### config.mk
export PLATFORM = sky130hd
export DESIGN_NAME = rpi_irq_sched_flat
export DESIGN_NICKNAME = d
export VERILOG_FILES = /design/src/rtl/rpi_irq_pkg.sv /design/src/rtl/rpi_irq_sched_if.sv /design/src/rtl/rpi_ack_sync.sv /design/src/rtl/rpi_irq_sched.sv /design/src/flat_wrapper.sv
export SDC_FILE = /design/constraint.sdc
export NUM_CORES = 1
export LEC_CHECK = 0
export BUFFER_PORTS_ARGS = -buffer_cell sky130_fd_sc_hd__clkbuf_2
export CORE_UTILIZATION = 35
export CTS_CLUSTER_DIAMETER = 200
export DETAILED_ROUTE_END_ITERATION = 16
export SYNTH_ARGS = -nofsm -noshare
export SYNTH_HDL_FRONTEND = slang
export SYNTH_SLANG_ARGS = --single-unit
### constraint.sdc
create_clock -name clk_in -period 1.8 [get_ports clk_in]
set_input_delay 0.36 -clock clk_in [delete_from_list [all_inputs] [get_ports clk_in]]
set_output_delay 0.36 -clock clk_in [all_outputs]
set_load 0.03 [all_outputs]
### src/rtl/rpi_irq_pkg.sv
// Shared types and default parameters for the RPi interrupt scheduler.
//   state_e  : scheduler FSM states
//   *_DEF    : default values for N_SRC, TIMEOUT_CYC and HOLDOFF_CYC
//   max_int  : helper used to size the shared cycle counter
package rpi_irq_pkg;

  localparam int N_SRC_DEF       = 4;
  localparam int TIMEOUT_CYC_DEF = 4096;
  localparam int HOLDOFF_CYC_DEF = 16;

  typedef enum logic [1:0] {
    ST_IDLE    = 2'd0,
    ST_GRANT   = 2'd1,
    ST_ASSERT  = 2'd2,
    ST_HOLDOFF = 2'd3
  } state_e;

  function automatic int max_int(input int a, input int b);
    return (a > b) ? a : b;
  endfunction

endpackage

### src/rtl/rpi_irq_sched_if.sv
// Request/grant bundle between the requesters + RPi GPIO and the scheduler.
//   sched_en   : new grants allowed
//   src_req    : per-source request level
//   rpi_ack    : asynchronous acknowledge pin
//   irq_enable : interrupt clock generator enable
//   irq_id     : granted source index
//   pending    : registered pending flags
//   busy       : scheduler not idle
//   err_pulse  : one-cycle ack timeout indication
interface rpi_irq_sched_if
  import rpi_irq_pkg::*;
#(
  parameter int N_SRC = N_SRC_DEF
);
  localparam int IDW = $clog2(N_SRC);

  logic             sched_en;
  logic [N_SRC-1:0] src_req;
  logic             rpi_ack;
  logic             irq_enable;
  logic [IDW-1:0]   irq_id;
  logic [N_SRC-1:0] pending;
  logic             busy;
  logic             err_pulse;

  modport master (
    output sched_en, src_req, rpi_ack,
    input  irq_enable, irq_id, pending, busy, err_pulse
  );

  modport slave (
    input  sched_en, src_req, rpi_ack,
    output irq_enable, irq_id, pending, busy, err_pulse
  );

endinterface

### src/rtl/rpi_ack_sync.sv
// Brings the asynchronous RPi acknowledge into clk_in and flags its rising edge.
//   clk_in : system clock
//   rst_n  : asynchronous active-low reset
//   ack_i  : raw acknowledge pin
//   rise_o : high for one cycle when the synchronized ack goes 0 -> 1
// A pin rise sampled at edge n is visible on rise_o after edge n+1 and is
// therefore consumed by the scheduler at edge n+2.
module rpi_ack_sync (
  input  logic clk_in,
  input  logic rst_n,
  input  logic ack_i,
  output logic rise_o
);

  logic meta_q;
  logic sync_q;
  logic prev_q;

  always_ff @(posedge clk_in or negedge rst_n) begin
    if (!rst_n) begin
      meta_q <= 1'b0;
      sync_q <= 1'b0;
      prev_q <= 1'b0;
    end else begin
      meta_q <= ack_i;
      sync_q <= meta_q;
      prev_q <= sync_q;
    end
  end

  assign rise_o = sync_q & ~prev_q;

endmodule

### src/rtl/rpi_irq_sched.sv
// Round-robin interrupt scheduler toward a Raspberry Pi GPIO.
//   clk_in : system clock
//   rst_n  : asynchronous active-low reset
//   bus    : rpi_irq_sched_if.slave (requests, ack pin, grant outputs)
// One interrupt is outstanding at a time; it ends on an ack rise or after
// TIMEOUT_CYC cycles, and is followed by HOLDOFF_CYC quiet cycles.
//
// state      | meaning
// -----------+-------------------------------------------------------------
// ST_IDLE    | waiting for sched_en and a pending request
// ST_GRANT   | one cycle, irq_id already latched, enable about to rise
// ST_ASSERT  | irq_enable high, waiting for ack rise or timeout
// ST_HOLDOFF | irq_enable low for HOLDOFF_CYC cycles before returning idle
module rpi_irq_sched
  import rpi_irq_pkg::*;
#(
  parameter int N_SRC       = N_SRC_DEF,
  parameter int TIMEOUT_CYC = TIMEOUT_CYC_DEF,
  parameter int HOLDOFF_CYC = HOLDOFF_CYC_DEF
) (
  input logic           clk_in,
  input logic           rst_n,
  rpi_irq_sched_if.slave bus
);

  localparam int IDW = $clog2(N_SRC);
  localparam int CW  = $clog2(max_int(TIMEOUT_CYC, HOLDOFF_CYC) + 1);
  localparam logic [CW-1:0] TO_LAST = CW'(TIMEOUT_CYC - 1);
  localparam logic [CW-1:0] HO_LAST = CW'(HOLDOFF_CYC - 1);

  state_e           state_q;
  logic [CW-1:0]    cnt_q;
  logic             irq_en_q;
  logic [IDW-1:0]   irq_id_q;
  logic [IDW-1:0]   last_grant_q;
  logic             busy_q;
  logic             err_q;
  logic [N_SRC-1:0] pending_q;
  logic [N_SRC-1:0] pending_d;
  logic [N_SRC-1:0] ack_clr;
  logic [IDW-1:0]   rr_pick;
  logic [IDW-1:0]   rr_cand;
  logic             ack_rise;
  logic             acked;

  rpi_ack_sync u_ack_sync (
    .clk_in (clk_in),
    .rst_n  (rst_n),
    .ack_i  (bus.rpi_ack),
    .rise_o (ack_rise)
  );

  // Ack rises outside ASSERT are dropped; a held-high pin never re-fires.
  assign acked = (state_q == ST_ASSERT) && ack_rise;

  // A new request in the same cycle as the ack keeps the flag set.
  always_comb begin
    ack_clr = '0;
    if (acked) ack_clr[irq_id_q] = 1'b1;
    pending_d = (pending_q & ~ack_clr) | bus.src_req;
  end

  always_ff @(posedge clk_in or negedge rst_n) begin
    if (!rst_n) pending_q <= '0;
    else        pending_q <= pending_d;
  end

  // Walk from farthest to nearest so the first pending source after
  // last_grant is the one left standing.
  always_comb begin
    rr_pick = last_grant_q;
    rr_cand = '0;
    for (int i = N_SRC; i >= 1; i--) begin
      rr_cand = IDW'((int'(last_grant_q) + i) % N_SRC);
      if (pending_q[rr_cand]) rr_pick = rr_cand;
    end
  end

  always_ff @(posedge clk_in or negedge rst_n) begin
    if (!rst_n) begin
      state_q      <= ST_IDLE;
      cnt_q        <= '0;
      irq_en_q     <= 1'b0;
      irq_id_q     <= '0;
      last_grant_q <= IDW'(N_SRC - 1);
      busy_q       <= 1'b0;
      err_q        <= 1'b0;
    end else begin
      err_q <= 1'b0;
      case (state_q)
        ST_IDLE: begin
          cnt_q <= '0;
          if (bus.sched_en && (|pending_q)) begin
            state_q      <= ST_GRANT;
            irq_id_q     <= rr_pick;
            last_grant_q <= rr_pick;
            busy_q       <= 1'b1;
          end
        end
        ST_GRANT: begin
          state_q  <= ST_ASSERT;
          irq_en_q <= 1'b1;
          cnt_q    <= '0;
        end
        ST_ASSERT: begin
          if (acked) begin
            state_q  <= ST_HOLDOFF;
            irq_en_q <= 1'b0;
            cnt_q    <= '0;
          end else if (cnt_q == TO_LAST) begin
            state_q  <= ST_HOLDOFF;
            irq_en_q <= 1'b0;
            err_q    <= 1'b1;
            cnt_q    <= '0;
          end else begin
            cnt_q <= cnt_q + CW'(1);
          end
        end
        ST_HOLDOFF: begin
          if (cnt_q == HO_LAST) begin
            state_q <= ST_IDLE;
            busy_q  <= 1'b0;
            cnt_q   <= '0;
          end else begin
            cnt_q <= cnt_q + CW'(1);
          end
        end
        default: begin
          state_q  <= ST_IDLE;
          irq_en_q <= 1'b0;
          busy_q   <= 1'b0;
          cnt_q    <= '0;
        end
      endcase
    end
  end

  assign bus.irq_enable = irq_en_q;
  assign bus.irq_id     = irq_id_q;
  assign bus.pending    = pending_q;
  assign bus.busy       = busy_q;
  assign bus.err_pulse  = err_q;

endmodule
### src/flat_wrapper.sv
// flat-port wrapper written by rule: the top's interface ports become plain ports
module rpi_irq_sched_flat import rpi_irq_pkg::*;
#(
  parameter int N_SRC       = N_SRC_DEF,
  parameter int TIMEOUT_CYC = TIMEOUT_CYC_DEF,
  parameter int HOLDOFF_CYC = HOLDOFF_CYC_DEF
)
  (clk_in, rst_n, bus_sched_en, bus_src_req, bus_rpi_ack, bus_irq_enable, bus_irq_id, bus_pending, bus_busy, bus_err_pulse);
  rpi_irq_sched_if #(.N_SRC(N_SRC)) bus_i ();
  input logic clk_in;
  input logic rst_n;
  input wire logic [$bits(bus_i.sched_en)-1:0] bus_sched_en;
  input wire logic [$bits(bus_i.src_req)-1:0] bus_src_req;
  input wire logic [$bits(bus_i.rpi_ack)-1:0] bus_rpi_ack;
  output wire logic [$bits(bus_i.irq_enable)-1:0] bus_irq_enable;
  output wire logic [$bits(bus_i.irq_id)-1:0] bus_irq_id;
  output wire logic [$bits(bus_i.pending)-1:0] bus_pending;
  output wire logic [$bits(bus_i.busy)-1:0] bus_busy;
  output wire logic [$bits(bus_i.err_pulse)-1:0] bus_err_pulse;
  assign bus_i.sched_en = bus_sched_en;
  assign bus_i.src_req = bus_src_req;
  assign bus_i.rpi_ack = bus_rpi_ack;
  assign bus_irq_enable = bus_i.irq_enable;
  assign bus_irq_id = bus_i.irq_id;
  assign bus_pending = bus_i.pending;
  assign bus_busy = bus_i.busy;
  assign bus_err_pulse = bus_i.err_pulse;
  rpi_irq_sched #(.N_SRC(N_SRC), .TIMEOUT_CYC(TIMEOUT_CYC), .HOLDOFF_CYC(HOLDOFF_CYC)) u_core (.clk_in(clk_in), .rst_n(rst_n), .bus(bus_i));
endmodule
Yosys cells after proc, flatten, opt, wreduce, memory -nomap -nowiden:

Cells that the tools add are included.
W data, S select, Z words.

* flip-flop bits (word level): 29
* bits of input ports: 8
* output and inout bits: 9
* word-level logic and storage cells: 80

* add/sub/neg operators: 5
* order comparisons: 6
* equal/unequal tests: 8
* mux-type cells: 33
* bitwise gates (word level): 5
* reduce and logical (&&, ||, !) cells: 12

Operators with widths (count)
* $mux W13: 3
* $pmux W13 S3: 1
* $mux W2: 8
* $lt A2 B3 Y1 const B: 5
* $add A13 B1 Y13 const B: 1
* $eq A13 B12 Y1 const B: 1
* $eq A13 B4 Y1 const B: 1
* $mux W1: 12
* $bmux W1 S2: 4
* $pmux W2 S4: 1
* $reduce_and A3 Y1: 2
* $add A2 B1 Y2 const B: 2
* $add A2 B2 Y2 const B: 2
* $and A4 B4 Y4: 1
* $eq A2 B2 Y1 const B: 2
* $mux W4: 1
* $ne A2 B1 Y1 const B: 2
* $not A4 Y4: 1
* $or A4 B4 Y4: 1
* $pmux W1 S2: 2
* $reduce_and A2 Y1: 2
* $reduce_bool A2 Y1: 2
* $reduce_or A4 Y1: 1
* $logic_and A1 B1 Y1: 3
* 8 further kinds: 8

Depth between registers and ports, before layout:

Gate-level depths: netlist (run 1).

* depth after elaboration: 8
* mapped depth: 7
* gate-level depth less buffers: 6

Modules after synthesis:

Synthesis (run 1) repeated with hierarchy kept, for this count alone.

* cell total of the unflattened synthesis: 136
* area total of the unflattened synthesis: 1450.1 um^2

Modules (own cells, without submodules)
* rpi_irq_sched: instances 1, cells each 132, area an instance 1361.3 um^2, sequential area each 653.1 um^2
* rpi_ack_sync: instances 1, cells each 4, area an instance 88.8 um^2, sequential area each 75.1 um^2

Worst setup path after synthesis (run 1):

No wires, ideal clock.

* kind: register to register
* from: register u_core.cnt_q[4]
* to: register u_core.state_q[1]
* setup time: 125 ps
* data arrival time: 1722 ps
* data required time: 1675 ps
* path slack: -47 ps
* cell stages (with the launch flop): 5
* path buffers: 0
* clock period less this slack: 1847 ps
* cells stage by stage: dfrtp_1 > or4_4 > o31ai_4 > o211ai_2 > mux2_4

* cells in the longest elaborated chain, start to end: 3
* elaborated cells between the ends (all ways): 5
* those cells by class: 4 x eq/ne; 1 x reduce/logical

Ends and longest elaborated chain
* start, declared: RTL line rpi_irq_sched.sv:32 `logic [CW-1:0] cnt_q;`
* start signal, assigned: RTL line rpi_irq_sched.sv:116 `cnt_q <= cnt_q + CW'(1);`
* start signal, assigned: RTL line rpi_irq_sched.sv:125 `cnt_q <= cnt_q + CW'(1);`
* $eq A13 B12 Y1 / $eq A13 B4 Y1 (equally long branches): RTL line rpi_irq_sched.sv:110, rpi_irq_sched.sv:120
* $ne A3 B2 Y1 (no line) / $ne A2 B1 Y1 (equally long branches)
* $reduce_and A3 Y1 (no line) (*)
* end signal, assigned: RTL line rpi_irq_sched.sv:107 `state_q <= ST_HOLDOFF;`
* end signal, assigned: RTL line rpi_irq_sched.sv:111 `state_q <= ST_HOLDOFF;`
* end signal, assigned: RTL line rpi_irq_sched.sv:121 `state_q <= ST_IDLE;`
* end, declared: RTL line rpi_irq_sched.sv:31 `state_e state_q;`

Every way passes the cells marked *; elsewhere a longest branch is shown, timed or not.
A chain may end at the register's enable or synchronous reset.

Final worst setup path (run 1):

* from: register u_core.cnt_q[5]
* to: register u_core.state_q[1]

The elaborated chain is that of the path after synthesis.

==> results of run 1 <==
-- stage by stage --
stage	hold slack, ps	std cells	util [%]	area (um2)	setup TNS, ps
after floorplan	64.4	135	-	1420	-13.2
after global placement	337	212	44.3	1670	0
after detailed placement	347	212	44.3	1670	0
after global routing	186	220	47.1	1780	-136
after CTS	155	220	46.6	1760	0
final	127	220	47.1	1780	-0.419
-- flip-flops by register name (all words and copies together) (netlist names) --
name,count
u_core.u_ack_sync.prev_q,1
u_core.bus.pending,4
u_core.u_ack_sync.sync_q,1
u_core.bus.err_pulse,1
u_core.bus.busy,1
u_core.bus.irq_id,2
u_core.bus.irq_enable,1
u_core.last_grant_q,2
u_core.state_q,2
u_core.u_ack_sync.meta_q,1
u_core.cnt_q,13
-- power groups by stage --
stage	Combinational, W	Sequential, W	Clock (W)
after detailed placement	0.000874	0.000923	0
after floorplan	0.000555	0.000980	0
after CTS	0.000876	0.000911	0.000568
after global placement	0.000856	0.000914	0
final	0.000907	0.000914	0.000549
after global routing	0.00102	0.000934	0.000595
-- worst max-delay path, delay by kind of cell, from the launching register on --
kind | cells | cell delay (ps)
mux | 1 | 310
compound gates | 2 | 460
simple gates | 1 | 550
flops | 1 | 380
-- metal layers --
metal | vias to the layer above | track usage (%) | part of all wire (%)
li1 | 546 | - | -
met1 | 554 | 17.2 | 43
met2 | 29 | 26.0 | 51
met3 | 7 | 4.34 | 4.8
met4 | 0 | 6.52 | 1.9
met5 | - | 0 | 0
-- worst max path at each step --
stage	endpoint	start	cells past startpoint	slack, ps
4_1_cts	u_core.state_q[1]$_DFFE_PN0P_	u_core.cnt_q[7]$_DFF_PN0_	4	2
2_1_floorplan	u_core.state_q[1]$_DFFE_PN0P_	u_core.cnt_q[7]$_DFF_PN0_	4	-10
5_1_grt	u_core.state_q[1]$_DFFE_PN0P_	u_core.cnt_q[5]$_DFF_PN0_	4	-60
6_report	u_core.state_q[1]$_DFFE_PN0P_	u_core.cnt_q[5]$_DFF_PN0_	4	-0.4
3_5_place_dp	u_core.state_q[1]$_DFFE_PN0P_	u_core.cnt_q[7]$_DFF_PN0_	4	3
3_3_place_gp	u_core.state_q[1]$_DFFE_PN0P_	u_core.cnt_q[7]$_DFF_PN0_	4	30
-- cell usage in the layout, fill, tap and decap left out, types with 2 or more instances in the layout --
master | netlist | layout
xnor2_1 | 6 | 6
ha_1 | 4 | 4
nand2_1 | 10 | 9
nand3_1 | 3 | 3
or4_4 | 1 | 2
clkbuf_1 | 2 | 2
clkbuf_2 | 0 | 16
a22o_1 | 2 | 2
clkbuf_8 | 0 | 6
and3b_1 | 2 | 2
nor3_1 | 4 | 4
inv_1 | 7 | 7
dfstp_2 | 2 | 2
xor2_1 | 4 | 4
o21ai_0 | 3 | 3
a21o_1 | 5 | 5
dfrtp_1 | 27 | 27
buf_4 | 1 | 14
nand3b_1 | 3 | 3
nand4_1 | 2 | 2
a21oi_1 | 4 | 4
or4_1 | 4 | 3
nand2b_1 | 6 | 6
nor2_1 | 15 | 14
buf_6 | 0 | 2
-- synth_stat cells --
cell type	number
dfrtp_1	27
nor2_1	15
nand2_1	10
inv_1	7
nand2b_1	6
xnor2_1	6
a21o_1	5
a21oi_1	4
ha_1	4
nor3_1	4
or4_1	4
xor2_1	4
nand3_1	3
nand3b_1	3
o21ai_0	3
a22o_1	2
and3b_1	2
clkbuf_1	2
dfstp_2	2
nand4_1	2
nor4_1	2
a211oi_1	1
a31o_2	1
a31oi_1	1
a32oi_1	1
and4_1	1
buf_4	1
mux2_4	1
nand4b_1	1
nor2b_1	1
nor3b_1	1
nor4b_1	1
o211ai_2	1
o21a_1	1
o31ai_1	1
o31ai_4	1
o41ai_1	1
or2_2	1
or4_4	1
-- cell families after synthesis --
family	synth area share [%]
DFF	51.3
adders and majority gates	3.52
xor gates and xnor gates	6.17
buffers and inverters	2.91
AOI/OAI and AO/OA	12.6
muxes	1.06
and+or+nand+nor	22.5
-- cell type report --
class / instances / area [um2]
fillers: 367 / 1990
multi-input cells: 96 / 666
clock buffers: 8 / 90.1
inverters: 7 / 26.3
well taps: 48 / 60.1
flip-flops and latches: 29 / 728
repair buffers: 32 / 208
-- timing repair --
item | CTS | global route
buffers inserted | 0 | 0
endpoints found under the setup margin | 0 | 15
resized for setup | 0 | 5
==> impl_metrics.yaml, run 1 <==
drt:
  drc: 0
  detail-route-antenna-nets: 0
  drt_iter0_markers: 119
  num_vias: 1136
  wl_per_cell_um: 12.9
  wirelength_mm: 2.84
  vias_per_cell: 5.16
  dr.pass1.iters: 4
clock_network:
  cts_tree: "done"
  cts_buffer_depth: 2
  clock-root-buffer: "clkbuf_8"
  clk_pin_slew_ps: 70
  cts_made_buffers: 5
  insertion_delay_ps: 280
  cts.sinks: 29
  h-tree-depth: 2
  postCtsHoldBufs: 0
placement:
  hpwl_mm: 2.08
  place_ws_ps: 2.65
  numPortBuffers: 16
  gp_congestion: 0.803
power:
  seqPwrFrac_pct: 38.5
  p_sw_share_pct: 35.5
  finalPower_w: 0.00237
  switchingPower_w: 0.000842
  power_frac_clock_pct: 23.2
  comb_power_share_pct: 38.3
  internal_power_w: 0.00153
  cellPowerDensity_mw_per_mm2: 1330
  p_leak_nw: 0.793
  peakVddDrop_v: 0.000376
setup_path:
  required_ps: 1970
  critPathMaxStageDelay_ps: 550
  crit_type: "reg2reg"
  start_kind: "register"
  cp.arrival_ps: 1970
  r2r-start: "u_core.cnt_q[5]$_DFF_PN0_"
  cp-end-kind: "register"
  ff2ff_setup_slack_ps: -0.4
  r2r_end: "u_core.state_q[1]$_DFFE_PN0P_"
  cpMaxStageDelayCell: "or4_4"
  r2r.worst_path.cells: 4
  critical_path.cell_chain: "or4_4 -> o31ai_4 -> o211ai_2 -> mux2_4"
  path_max_fanout: 4
synth:
  synthCells: 135
  synth_warnings: 0
  syn_avg_cell_area_um2: 10.5
  ys_seq_area_share_pct: 51.3
  synth_cell_types: 39
  synth_area_leaders: "dfrtp_1, nor2_1, dfstp_2"
  netlist.area_leader.share_pct: 47.6
  synth_nets: 147
  synth_top_cell_by_area: "dfrtp_1"
  ys_ff_latch: 29
  syn_area_mm2: 0.00142
timing:
  grt_setup_unrepaired: "true"
  setup_viol: 1
  relSlewSlack_pct: 51.3
  report.final.slew_viol_count: 0
  tightest_slew_ps: 730
  clock_skew_ps: 8.61
  fmax_mhz: 555
  min_period_over_period_pct: 100
  hold_viol: 0
  final.setup.worst_slack_ps: -0.419
  period_minus_slack_ps: 1800
global_route:
  grt.total_usage_pct: 15.1
  first_global_vias: 1184
  antenna_found_initial: 0
  overflow: 0
  grt_pass1_wl_mm: 4.90
  grt_max_degree: 30
die:
  coreArea_mm2: 0.00377
  start_util_pct: 37.7
  fp-row-count: 22
  dieArea_mm2: 0.00432
  die_width_um: 65.7
  dieHeight_um: 65.7
  pin_count: 17
final_layout:
  area_growth_pct: 25.2
  finalNetCount: 183
  antenna_cells: 0
  drive_gt1_share_pct: 29.1
status:
  outcome: "finished with violations"
  violations: "setup timing"
hold_path:
  hold_path_class: "in2async"
flow_run:
  cap_viol_max_count: 0
(Power assumes the default switching activity.)
==> inputs of run 2 (changes only) <==
--- a/config.mk
+++ b/config.mk
@@ -5,6 +5,7 @@
 export SDC_FILE = /design/constraint.sdc
 export NUM_CORES = 1
 export LEC_CHECK = 0
+export ABC_AREA = 1
 export BUFFER_PORTS_ARGS = -buffer_cell sky130_fd_sc_hd__clkbuf_2
 export CORE_UTILIZATION = 35
 export CTS_CLUSTER_DIAMETER = 200
==> impl_metrics.yaml, run 2 <==
synth:
  synth-xor-area-share_pct: 3.46
  synth_edf_count: 0
  synth_cell_types: 22
  syn_avg_cell_area_um2: 7.64
  yosysMostFrequentCell: "nand2_1"
  synth_area_leaders: "dfrtp_1, nand2_1, nor2_1"
  synthSimpleGateAreaFrac_pct: 32.8
  syn_area_mm2: 0.00152
  ys_ff_latch: 29
  synth_warnings: 0
  synth-async-reset-ratio_pct: 100
  synth_ff_type: "dfrtp_1"
  synth_fa_ha_area_share_pct: 3.29
  synth_top_cell_by_area: "dfrtp_1"
  synth.area.mux_share_pct: 0
  synthTopCellsByCount: "nand2_1, nor2_1, dfrtp_1"
  netlist.area_leader.share_pct: 44.4
  ys_seq_area_share_pct: 47.9
  synth_compound_area_share_pct: 4.94
  synth_nets: 211
  synthCells: 199
  synth_top_family_by_area: "simple AND/OR/NAND/NOR gates"
drt:
  wl_per_cell_um: 10.6
  wirelength_mm: 2.88
  num_vias: 1230
  drc: 0
  dr.pass1.iters: 4
  drt_iter0_markers: 61
  vias_per_cell: 4.52
  detail-route-antenna-nets: 0
final_layout:
  largest_reg_flops: 13
  nFillCells: 434
  finalNetCount: 233
  drive_gt1_share_pct: 15.3
  mostFrequentLayoutCell: "nand2_1"
  stdcell_count: 272
  area_growth_pct: 14.7
  antenna_cells: 0
  largest-register: "u_core.cnt_q"
  layout_common_cells: "nand2_1, nor2_1, dfrtp_1"
die:
  coreArea_mm2: 0.00409
  pin_count: 17
  dieHeight_um: 67.9
  dieArea_mm2: 0.00461
  fp-row-count: 23
  start_util_pct: 37.2
  die_width_um: 67.9
power:
  finalPower_w: 0.00250
  peakVddDrop_v: 0.00102
  p_leak_nw: 0.900
  cellPowerDensity_mw_per_mm2: 1430
global_route:
  grt.total_usage_pct: 13.8
  grt_pass1_wl_mm: 4.60
  first_global_vias: 1065
  overflow: 0
  grt_max_degree: 30
  antenna_found_initial: 0
timing:
  relSlewSlack_pct: 52.4
  fmax_mhz: 634
  setup_viol: 0
  hold_viol: 0
  fin_hold_ws_ps: 122
  tightest_slew_ps: 713
  report.final.slew_viol_count: 0
  period_minus_slack_ps: 1580
  min_period_over_period_pct: 87.6
  tns_ps: 0
  clock_skew_ps: 5.61
  grt_setup_unrepaired: "false"
clock_network:
  cts.sinks: 29
  insertion_delay_ps: 280
  post-cts-setup-buffer-count: 0
  postCtsHoldBufs: 0
  cts_buffer_depth: 2
  clock-root-buffer: "clkbuf_8"
  cts_tree: "done"
  cts_made_buffers: 5
  h-tree-depth: 2
  clk_pin_slew_ps: 60
setup_path:
  cp_num_cells: 9
  cpMaxStageDelayCell: "dfrtp_1"
  critPathMaxStageDelay_ps: 400
  r2r-start: "u_core.state_q[0]$_DFFE_PN0P_"
  r2r_end: "u_core.cnt_q[11]$_DFF_PN0_"
  path_delay_family: "simple AND/OR/NAND/NOR gates"
  r2r.worst_path.cells: 9
  crit_end: "u_core.cnt_q[11]$_DFF_PN0_"
  path_max_fanout: 11
  cp-end-kind: "register"
  critical_path.cell_chain: "inv_1 -> ha_1 -> nand2_1 -> nor2_2 -> nor2_1 -> nand2_2 -> nand2_2 -> inv_2 -> nor2_1"
  cp.arrival_ps: 1730
  required_ps: 1960
  crit_type: "reg2reg"
  start_kind: "register"
  crit_buf_inv: 2
  crit_start: "u_core.state_q[0]$_DFFE_PN0P_"
  ff2ff_setup_slack_ps: 220
placement:
  gp_congestion: 0.831
  place_inst: 264
  numPortBuffers: 16
  hpwl_mm: 2.15
status:
  outcome: "completed"
flow_run:
  cap_viol_max_count: 0
hold_path:
  hold_path_class: "in2async"
-- run 2: how the worst min path moves through the flow --
stage	to	slack (ps)	cells after the start
floorplan	u_core.bus.busy$_DFFE_PN0P_	60	0
global placement	u_core.u_ack_sync.sync_q$_DFF_PN0_	340	0
detailed placement	u_core.u_ack_sync.sync_q$_DFF_PN0_	340	0
CTS	u_core.cnt_q[5]$_DFF_PN0_	150	1
global route	u_core.u_ack_sync.meta_q$_DFF_PN0_	170	1
finish	u_core.cnt_q[6]$_DFF_PN0_	120	1
-- run 2: logic make-up after synthesis --
group / after synthesis
xor gates and xnor gates: 6
DFF: 29
buffers and inverters: 28
AOI/OAI and AO/OA: 14
and+or+nand+nor: 118
adders and majority gates: 4
-- run 2: timing repair --
action	4_1_cts	5_1_grt
endpoints found under the setup margin	0	6
hold endpoints to repair	0	0
gates resized for setup	0	1
-- run 2: cell type report --
type	count	area, um2	share of cell area (%)
multi-input combinational	142	678	38.9
clock buffer	8	90.1	5.17
tap	50	62.6	3.59
inverter	26	97.6	5.60
timing repair buffer	17	87.6	5.02
sequential	29	728	41.8
-- run 2: power breakdown --
| part | switching (W) | internal [W] |
|---|---|---|
| Clock | 0.000236 | 0.000311 |
| Sequential | 0.000128 | 0.000796 |
| Combinational | 0.000688 | 0.000344 |
| Total | 0.00105 | 0.00145 |
-- run 2: stage by stage --
step / setup WS [ps] / instance area, um2 / utilization [%]
2_1_floorplan: 393 / 1520 / -
3_3_place_gp: 205 / 1650 / 40.4
3_5_place_dp: 162 / 1650 / 40.4
4_1_cts: 147 / 1740 / 42.6
5_1_grt: 67.8 / 1740 / 42.7
6_report: 223 / 1740 / 42.7
-- run 2: per-layer routing --
| metal | vias up | track usage (%) | share of wire (%) |
|---|---|---|---|
| li1 | 661 | - | - |
| met1 | 545 | 18.1 | 49 |
| met2 | 17 | 20.5 | 46 |
| met3 | 7 | 3.50 | 3.3 |
| met4 | 0 | 7.55 | 2.0 |
| met5 | - | 0 | 0 |
==> inputs of run 3 (changes only) <==
--- a/config.mk
+++ b/config.mk
@@ -10,6 +10,7 @@
 export CORE_UTILIZATION = 35
 export CTS_CLUSTER_DIAMETER = 200
 export DETAILED_ROUTE_END_ITERATION = 16
+export RECOVER_POWER = 25
 export SYNTH_ARGS = -nofsm -noshare
 export SYNTH_HDL_FRONTEND = slang
 export SYNTH_SLANG_ARGS = --single-unit
==> impl_metrics.yaml, run 3 (synthesis gave the netlist of run 2 again) <==
timing:
  min_period_over_period_pct: 87.6
  tns_ps: 0
  setup_viol: 0
  final.setup.worst_slack_ps: 223
  tightest_slew_ps: 1540
  clock_skew_ps: 5.60
  relSlewSlack_pct: -2.58
  fmax_mhz: 634
  period_minus_slack_ps: 1580
  hold_viol: 0
  grt_setup_unrepaired: "false"
  report.final.slew_viol_count: 30
setup_path:
  path_delay_family: "simple AND/OR/NAND/NOR gates"
  cp-end-kind: "register"
  r2r.worst_path.cells: 9
  crit_end: "u_core.cnt_q[11]$_DFF_PN0_"
  cp_num_cells: 9
  r2r-start: "u_core.state_q[0]$_DFFE_PN0P_"
  critPathMaxStageDelay_ps: 400
  start_kind: "register"
  critical_path.cell_chain: "inv_1 -> ha_1 -> nand2_1 -> nor2_2 -> nor2_1 -> nand2_2 -> nand2_2 -> inv_2 -> nor2_1"
  cpMaxStageDelayCell: "dfrtp_1"
  crit_buf_inv: 2
  ff2ff_setup_slack_ps: 220
  path_max_fanout: 11
  required_ps: 1960
  cp.arrival_ps: 1730
  r2r_end: "u_core.cnt_q[11]$_DFF_PN0_"
  crit_start: "u_core.state_q[0]$_DFFE_PN0P_"
  crit_type: "reg2reg"
status:
  outcome: "finished with violations"
  violations: "capacitance limit, slew limit"
flow_run:
  cap_viol_max_count: 1
die:
  start_util_pct: 37.2
  dieArea_mm2: 0.00461
  fp-row-count: 23
  coreArea_mm2: 0.00409
  pin_count: 17
  die_width_um: 67.9
  dieHeight_um: 67.9
drt:
  drt_iter0_markers: 57
  dr.pass1.iters: 4
  detail-route-antenna-nets: 0
  num_vias: 1230
  vias_per_cell: 4.52
  wl_per_cell_um: 10.6
  wirelength_mm: 2.88
  drc: 0
final_layout:
  multi_input_area_um2: 678
  seqCellArea_um2: 728
  largest-register: "u_core.cnt_q"
  antenna_cells: 0
  mostFrequentLayoutCell: "nand2_1"
  finalNetCount: 233
  nFillCells: 432
  drive_gt1_share_pct: 14.9
  largest_reg_flops: 13
  area_growth_pct: 14.7
  layout_common_cells: "nand2_1, nor2_1, dfrtp_1"
global_route:
  antenna_found_initial: 0
  first_global_vias: 1065
  overflow: 0
  grt_max_degree: 30
  grt.total_usage_pct: 13.8
  grt_pass1_wl_mm: 4.60
clock_network:
  cts_resized: 0
  clock-root-buffer: "clkbuf_8"
  insertion_delay_ps: 280
  cts_made_buffers: 5
  postCtsHoldBufs: 0
  clk_pin_slew_ps: 60
  cts_tree: "done"
  h-tree-depth: 2
  post-cts-setup-buffer-count: 0
  cts_buffer_depth: 2
  cts.sinks: 29
hold_path:
  hold_path_class: "in2reg"
placement:
  hpwl_mm: 2.15
  gp_congestion: 0.831
  place_ws_ps: 162
  numPortBuffers: 16
power:
  cellPowerDensity_mw_per_mm2: 1440
  p_leak_nw: 0.897
  peakVddDrop_v: 0.00102
[run 3: cell counts in the layout (fill, tap and decap cells not counted)]
Identical to the previous run, type by type.
[run 3: how the worst min path moves through the flow]
stage	cells after the start	to	startpoint	slack [ps]
floorplan	0	u_core.bus.busy$_DFFE_PN0P_	rst_n	60
global placement	0	u_core.u_ack_sync.sync_q$_DFF_PN0_	u_core.u_ack_sync.meta_q$_DFF_PN0_	340
detailed placement	0	u_core.u_ack_sync.sync_q$_DFF_PN0_	u_core.u_ack_sync.meta_q$_DFF_PN0_	340
CTS	1	u_core.cnt_q[5]$_DFF_PN0_	rst_n	150
global route	1	u_core.u_ack_sync.meta_q$_DFF_PN0_	bus_rpi_ack	170
finish	1	u_core.u_ack_sync.meta_q$_DFF_PN0_	bus_rpi_ack	180
[run 3: layout make-up]
class | count | share of cell area (%)
flip-flops and latches | 29 | 41.8
well taps | 50 | 3.59
repair buffers | 17 | 4.95
clock buffers | 8 | 5.17
inverters | 26 | 5.60
multi-input cells | 142 | 38.9
[run 3: metal layers]
metal / vias up / track usage [%] / share of wire [%]
met1: 543 / 18.1 / 49
met3: 7 / 3.50 / 3.3
met5: - / 0 / 0
met2: 19 / 20.5 / 46
met4: 0 / 7.55 / 2.0
li1: 661 / - / -
[run 3: metrics by stage]
step	total power [W]	utilization (%)	hold slack, ps	instance area [um2]	std cells
floorplan	0.00176	-	64.4	1520	199
global placement	0.00196	40.4	337	1650	264
detailed placement	0.00197	40.4	343	1650	264
CTS	0.00254	42.6	147	1740	272
global route	0.00273	42.7	173	1740	272
finish	0.00250	42.7	182	1740	272
[run 3: worst register-to-register path, stage by stage, from the launching register on]
cell,delay (ps)
dfrtp_1,400
inv_1,90
ha_1,200
nand2_1,80
nor2_2,160
nor2_1,70
nand2_2,110
nand2_2,80
inv_2,180
nor2_1,80
[run 3: power breakdown]
| part | switching, W | leakage (nW) | internal, W | total (W) |
|---|---|---|---|---|
| sequential | 0.000128 | 0.357 | 0.000796 | 0.000923 |
| combinational | 0.000689 | 0.494 | 0.000344 | 0.00103 |
| clock | 0.000236 | 0.0455 | 0.000311 | 0.000547 |
| total | 0.00105 | 0.897 | 0.00145 | 0.00250 |
